<file path="src/rtl/data_stack_pkg.sv">
// Shared opcode encoding and sizing helper for the data_stack block.
package data_stack_pkg;

  typedef enum logic [2:0] {
    OP_NOP         = 3'd0,
    OP_PUSH        = 3'd1,
    OP_POP         = 3'd2,
    OP_REPLACE     = 3'd3,
    OP_POP_REPLACE = 3'd4
  } op_e;

  // An entry count of 0..depth needs one bit more than an index into depth.
  function automatic int depth_bits(input int depth);
    return $clog2(depth) + 1;
  endfunction

endpackage

</file>
<file path="src/rtl/data_stack_ram.sv">
// Backing store for elements below TOS/NOS: one synchronous write port,
// one asynchronous read port.
module stack_ram #(
  parameter int WIDTH   = 16,
  parameter int ENTRIES = 62,
  parameter int AW      = 6
) (
  input  logic             clk,
  input  logic             wr_en,
  input  logic [AW-1:0]    wr_addr,
  input  logic [WIDTH-1:0] wr_data,
  input  logic [AW-1:0]    rd_addr,
  output logic [WIDTH-1:0] rd_data
);

  logic [WIDTH-1:0] mem [ENTRIES];

  always_ff @(posedge clk) begin
    if (wr_en) mem[wr_addr] <= wr_data;
  end

  assign rd_data = mem[rd_addr];

endmodule

</file>
<file path="src/rtl/data_stack.sv">
// Hardware data stack with TOS/NOS held in registers and deeper entries in stack_ram.
// Sticky overflow/underflow flags exist only when DATA_STACK_GUARD_EN is defined.
module data_stack
  import data_stack_pkg::*;
#(
  parameter int WIDTH = 16,
  parameter int DEPTH = 64
) (
  input  logic                     c_CLOCK,
  input  logic                     f_RESET,
  input  logic [2:0]               i_OP,
  input  logic [WIDTH-1:0]         i_DATA,
  input  logic                     f_CLRERR,
  output logic [WIDTH-1:0]         o_OP1,
  output logic [WIDTH-1:0]         o_OP2,
  output logic [$clog2(DEPTH):0]   o_DEPTH,
  output logic                     o_EMPTY,
  output logic                     o_FULL,
  output logic                     o_OVERFLOW,
  output logic                     o_UNDERFLOW
);

  localparam int DW      = depth_bits(DEPTH);
  localparam int ENTRIES = DEPTH - 2;
  localparam int AW      = $clog2(ENTRIES);

  logic [WIDTH-1:0] tos, nos;
  logic [DW-1:0]    depth;
  logic [DW-1:0]    sp;
  logic             is_empty, is_full, two_or_more;
  logic             push_ok, pop_ok, rep_ok, popr_ok;
  logic             err_ovf, err_unf;
  logic             ram_wr_en, have_third;
  logic [WIDTH-1:0] ram_rd_data, third;

  assign is_empty    = (depth == '0);
  assign is_full     = (depth == DW'(DEPTH));
  assign two_or_more = (depth >= DW'(2));

  always_comb begin
    push_ok = 1'b0;
    pop_ok  = 1'b0;
    rep_ok  = 1'b0;
    popr_ok = 1'b0;
    err_ovf = 1'b0;
    err_unf = 1'b0;
    case (i_OP)
      OP_PUSH:        if (!is_full)   push_ok = 1'b1; else err_ovf = 1'b1;
      OP_POP:         if (!is_empty)  pop_ok  = 1'b1; else err_unf = 1'b1;
      OP_REPLACE:     if (!is_empty)  rep_ok  = 1'b1; else err_unf = 1'b1;
      OP_POP_REPLACE: if (two_or_more) popr_ok = 1'b1; else err_unf = 1'b1;
      default: ;
    endcase
  end

  // sp counts entries spilled to the RAM; the third element lives at sp-1.
  assign ram_wr_en  = push_ok && two_or_more;
  assign have_third = (sp != '0);
  assign third      = have_third ? ram_rd_data : '0;

  stack_ram #(
    .WIDTH   (WIDTH),
    .ENTRIES (ENTRIES),
    .AW      (AW)
  ) u_ram (
    .clk     (c_CLOCK),
    .wr_en   (ram_wr_en),
    .wr_addr (AW'(sp)),
    .wr_data (nos),
    .rd_addr (AW'(sp - DW'(1))),
    .rd_data (ram_rd_data)
  );

  always_ff @(posedge c_CLOCK) begin
    if (f_RESET) begin
      tos   <= '0;
      nos   <= '0;
      depth <= '0;
      sp    <= '0;
    end else if (push_ok) begin
      tos   <= i_DATA;
      nos   <= tos;
      depth <= depth + DW'(1);
      if (ram_wr_en) sp <= sp + DW'(1);
    end else if (pop_ok || popr_ok) begin
      tos   <= pop_ok ? nos : i_DATA;
      nos   <= third;
      depth <= depth - DW'(1);
      if (have_third) sp <= sp - DW'(1);
    end else if (rep_ok) begin
      tos <= i_DATA;
    end
  end

  assign o_OP1   = tos;
  assign o_OP2   = nos;
  assign o_DEPTH = depth;
  assign o_EMPTY = is_empty;
  assign o_FULL  = is_full;

`ifdef DATA_STACK_GUARD_EN
  logic ovf, unf;

  // A fresh error wins over a simultaneous clear.
  always_ff @(posedge c_CLOCK) begin
    if (f_RESET) begin
      ovf <= 1'b0;
      unf <= 1'b0;
    end else begin
      if (err_ovf)       ovf <= 1'b1;
      else if (f_CLRERR) ovf <= 1'b0;
      if (err_unf)       unf <= 1'b1;
      else if (f_CLRERR) unf <= 1'b0;
    end
  end

  assign o_OVERFLOW  = ovf;
  assign o_UNDERFLOW = unf;
`else
  logic unused_guard;
  assign unused_guard = ^{f_CLRERR, err_ovf, err_unf};
  assign o_OVERFLOW   = 1'b0;
  assign o_UNDERFLOW  = 1'b0;
`endif

endmodule

</file>
<file path="config.mk">
export PLATFORM = sky130hd
export DESIGN_NAME = data_stack
export DESIGN_NICKNAME = d
export VERILOG_FILES = /design/src/rtl/data_stack_pkg.sv /design/src/rtl/data_stack_ram.sv /design/src/rtl/data_stack.sv
export SDC_FILE = /design/constraint.sdc
export NUM_CORES = 1
export LEC_CHECK = 0
export ABC_CLOCK_PERIOD_IN_PS = 3900
export CORE_MARGIN = 2
export CORE_UTILIZATION = 30
export CTS_CLUSTER_DIAMETER = 100
export DETAILED_ROUTE_END_ITERATION = 7
export GPL_TIMING_DRIVEN = 0
export HOLD_SLACK_MARGIN = 0.05
export PLACE_DENSITY = 0.46
export SYNTH_ARGS = -nofsm -noshare
export SYNTH_HDL_FRONTEND = slang
export SYNTH_SLANG_ARGS = --single-unit
</file>
<file path="constraint.sdc">
create_clock -name c_CLOCK -period 3.9 [get_ports c_CLOCK]
set_input_delay 0.585 -clock c_CLOCK [delete_from_list [all_inputs] [get_ports c_CLOCK]]
set_output_delay 0.585 -clock c_CLOCK [all_outputs]
set_load 0.02 [all_outputs]
</file>
==> flow_summary.toml <==
[power_and_ir_drop]
p_leak_nw = 15.9
power_frac_clock_pct = 23.8
p_int_mw = 27.2
seq_power_share_pct = 34.1
switching_power_mw = 18.3
finalPower_mw = 45.5
peakVddDrop_mv = 0.465
pwr_density_cell_nw_per_um2 = 917
p_comb_share_pct = 42.2
swShare_pct = 40.2

[clock_tree]
cts_tree = "done"
ctsHoldBuffers = 0
cts_buffer_depth = 3
cts_root_buffer = "clkbuf_16"
clock_sinks = 1038
clkTransAtPathRegs_ps = 60
clk_latency_ps = 720
htree_levels = 3
cts_buffers = 112

[floorplan]
rows = 135
die_y_um = 374
io_pins = 65
start_util_pct = 30.3
dieArea_um2 = 140000
die_w_um = 374
design.core.area_um2 = 136000

[synth]
syn-instance-count = 2201
synth_edf_count = 992
synth.top_cell.area_share_pct = 72.5
async_reset_ff_share_pct = 0
synth_top_area_cell = "edfxtp_1"
ys_seq_area_share_pct = 74.8
synth_area_leaders = "edfxtp_1 (73%), mux4_2 (12%), mux2i_1 (2.4%)"
ys_types = 64
syn_area_um2 = 41100
yosys_register_bits = 1038
synth_flop_cell = "edfxtp_1"
yosysWarnings = 0
syn_avg_cell_area_um2 = 18.7

[setup_path]
required_ps = 4210
cpMaxStageDelayCell = "nor2_2"
path_delay_family = "simple AND/OR/NAND/NOR gates"
crit_cells = 6
path_max_fanout = 16
worst_setup_path_end_kind = "flip-flop"
cp_cell_sequence = "buf_6, buf_2, buf_4, buf_4, nand3_1, nor2_2"
reg2reg_depth = 6
path_class = "flip-flop to flip-flop"
slowest_delay_ps = 1070
worstSetupStartpointType = "flip-flop"
cp_common_cell = "buf_4"
cp.arrival_ps = 4140
worst-path-buf-inv = 4

[drt]
drc = 0
totalWireLength_um = 121000
drt_iter0_markers = 1984
vias_per_cell = 5.10
wire_per_inst_um = 28.0
vias = 22012
ant_nets = 0
firstDrtPassIters = 5

[sta]
period_minus_slack_ps = 3830
min_period_over_period_pct = 98.1
rsz0062_at_grt = "false"
holdWs_ps = 495
fmax_mhz = 261
slew-limit-headroom_pct = 20.9
setup_viol = 0
slew_viol_final = 0
fin_tns_setup_ps = 0
hold_viol = 0
tightest_slew_ps = 1190
fin_skew_ps = 36.5
fin_ws_ps = 73.7

[placement]
io_buffers = 60
pre_cts_ws_ps = -2240
dp_hpwl_um = 81600
place_area_um2 = 45100
gp_congestion = 0.973

[global_routing]
grt_pass1_wl_um = 172000
grt_pass1_vias = 22674
grt_usage_pct = 17.2
grt_antenna_before_repair = 6
grt_max_degree = 66
grt-ovfl-total = 0

[worst_hold_path]
min_path_cells = 3
min_path_type = "input port to flip-flop"

[flow_run]
max_cap_viol_count = 0

[layout]
mostFrequentLayoutCells = "edfxtp_1 (992), mux4_2 (213), nand2_1 (188), nor2_1 (115), clkbuf_16 (113)"
final_common_cell = "edfxtp_1"
final_area_um2 = 49600
area_growth_pct = 20.9
nNetsFinal = 2474
drive_gt1_share_pct = 28.3

[status]
status = "complete, no violations"
==> tightest hold or removal path, stage by stage <==
cell	delay, ps
clkdlybuf4s50_1	400
nor2_1	100
nor4_1	50
==> area by class of cell <==
type	count	area, um2
well taps	1781	2230
clock buffers	139	2970
diodes	2	5.00
plain buffers	130	815
multi-input cells	1023	10400
fillers	12533	86000
inverters	11	57.6
repair buffers	126	1650
flip-flops and latches	1038	30800
clock inverters	70	787
==> sequential cells by signal (all words and copies together), names as in the netlist <==
name / flops
o_OP2: 16
u_ram.mem: 992
o_OP1: 16
sp: 7
o_DEPTH: 7
==> final timing paths <==
kind	startpoint	to	slack [ps]
worst max-delay path	sp[0]	u_ram.mem[37][7]	70
worst min-delay path	i_DATA[13]	o_OP1[13]	490
worst max register to register	sp[0]	u_ram.mem[37][7]	70
worst min register to register	o_DEPTH[5]	o_DEPTH[5]	520
==> power by group through the flow <==
stage                     Clock (mW)  Combinational [mW]  Sequential (mW)
after floorplan                    0                9.90             15.3
after global placement             0                16.5             16.4
after detailed placement           0                17.4             15.8
after CTS                       11.1                19.0             15.5
after global routing            11.4                20.3             15.6
final                           10.8                19.2             15.5
==> cell usage after synthesis (2+ instances only) <==
library cell	count
a2111oi_0	2
nand3_1	8
o31ai_1	2
or2_2	2
inv_1	10
and2_1	3
nand2b_1	3
buf_4	11
a221oi_2	7
xnor2_1	12
nor2_1	176
a31oi_1	17
o21ai_0	19
mux2i_1	97
nor2b_1	5
dfxtp_1	46
a21o_1	4
nand2_2	2
nor3b_1	15
buf_2	52
a21oi_1	86
mux4_2	213
a2111oi_2	15
xor2_1	3
nand2_1	189
clkbuf_1	52
or4_1	15
o22ai_1	30
buf_6	3
ha_1	9
or3_1	5
buf_1	12
mux2_2	2
edfxtp_1	992
o211ai_1	16
nor4_1	19
o21bai_1	3
nor3_1	7
a221oi_1	7
a211oi_1	6
==> metrics by stage <==
step           util (%)  instances
2_1_floorplan         -       2202
3_3_place_gp       32.4       4043
3_5_place_dp       33.3       4108
4_1_cts            36.5       4317
5_1_grt            36.6       4318
6_report           36.6       4320
==> routing by layer <==
| layer | vias up | GRT usage [%] | share of wire [%] |
|---|---|---|---|
| met5 | - | 0 | 0 |
| met2 | 747 | 27.0 | 46 |
| met1 | 11693 | 23.5 | 44 |
| met4 | 0 | 6.85 | 3.9 |
| met3 | 205 | 3.29 | 5.9 |
| li1 | 9367 | - | - |
==> kinds of logic after synthesis <==
group	after synthesis	synth area share [%]
muxes	312	14.1
other	1	0.00913
and+or+nand+nor	457	4.87
adders and majority gates	10	0.323
AOI/OAI and AO/OA	226	3.92
xor gates and xnor gates	16	0.360
buffers and inverters	141	1.63
DFF	1038	74.8
==> timing repair <==
item	in CTS	in global routing
setup endpoints to repair	252	42
cloned	0	0
setup buffers	0	1
gates resized for setup	155	20
pin swaps	7	1
Note: power is estimated with default switching activity, not from simulation.
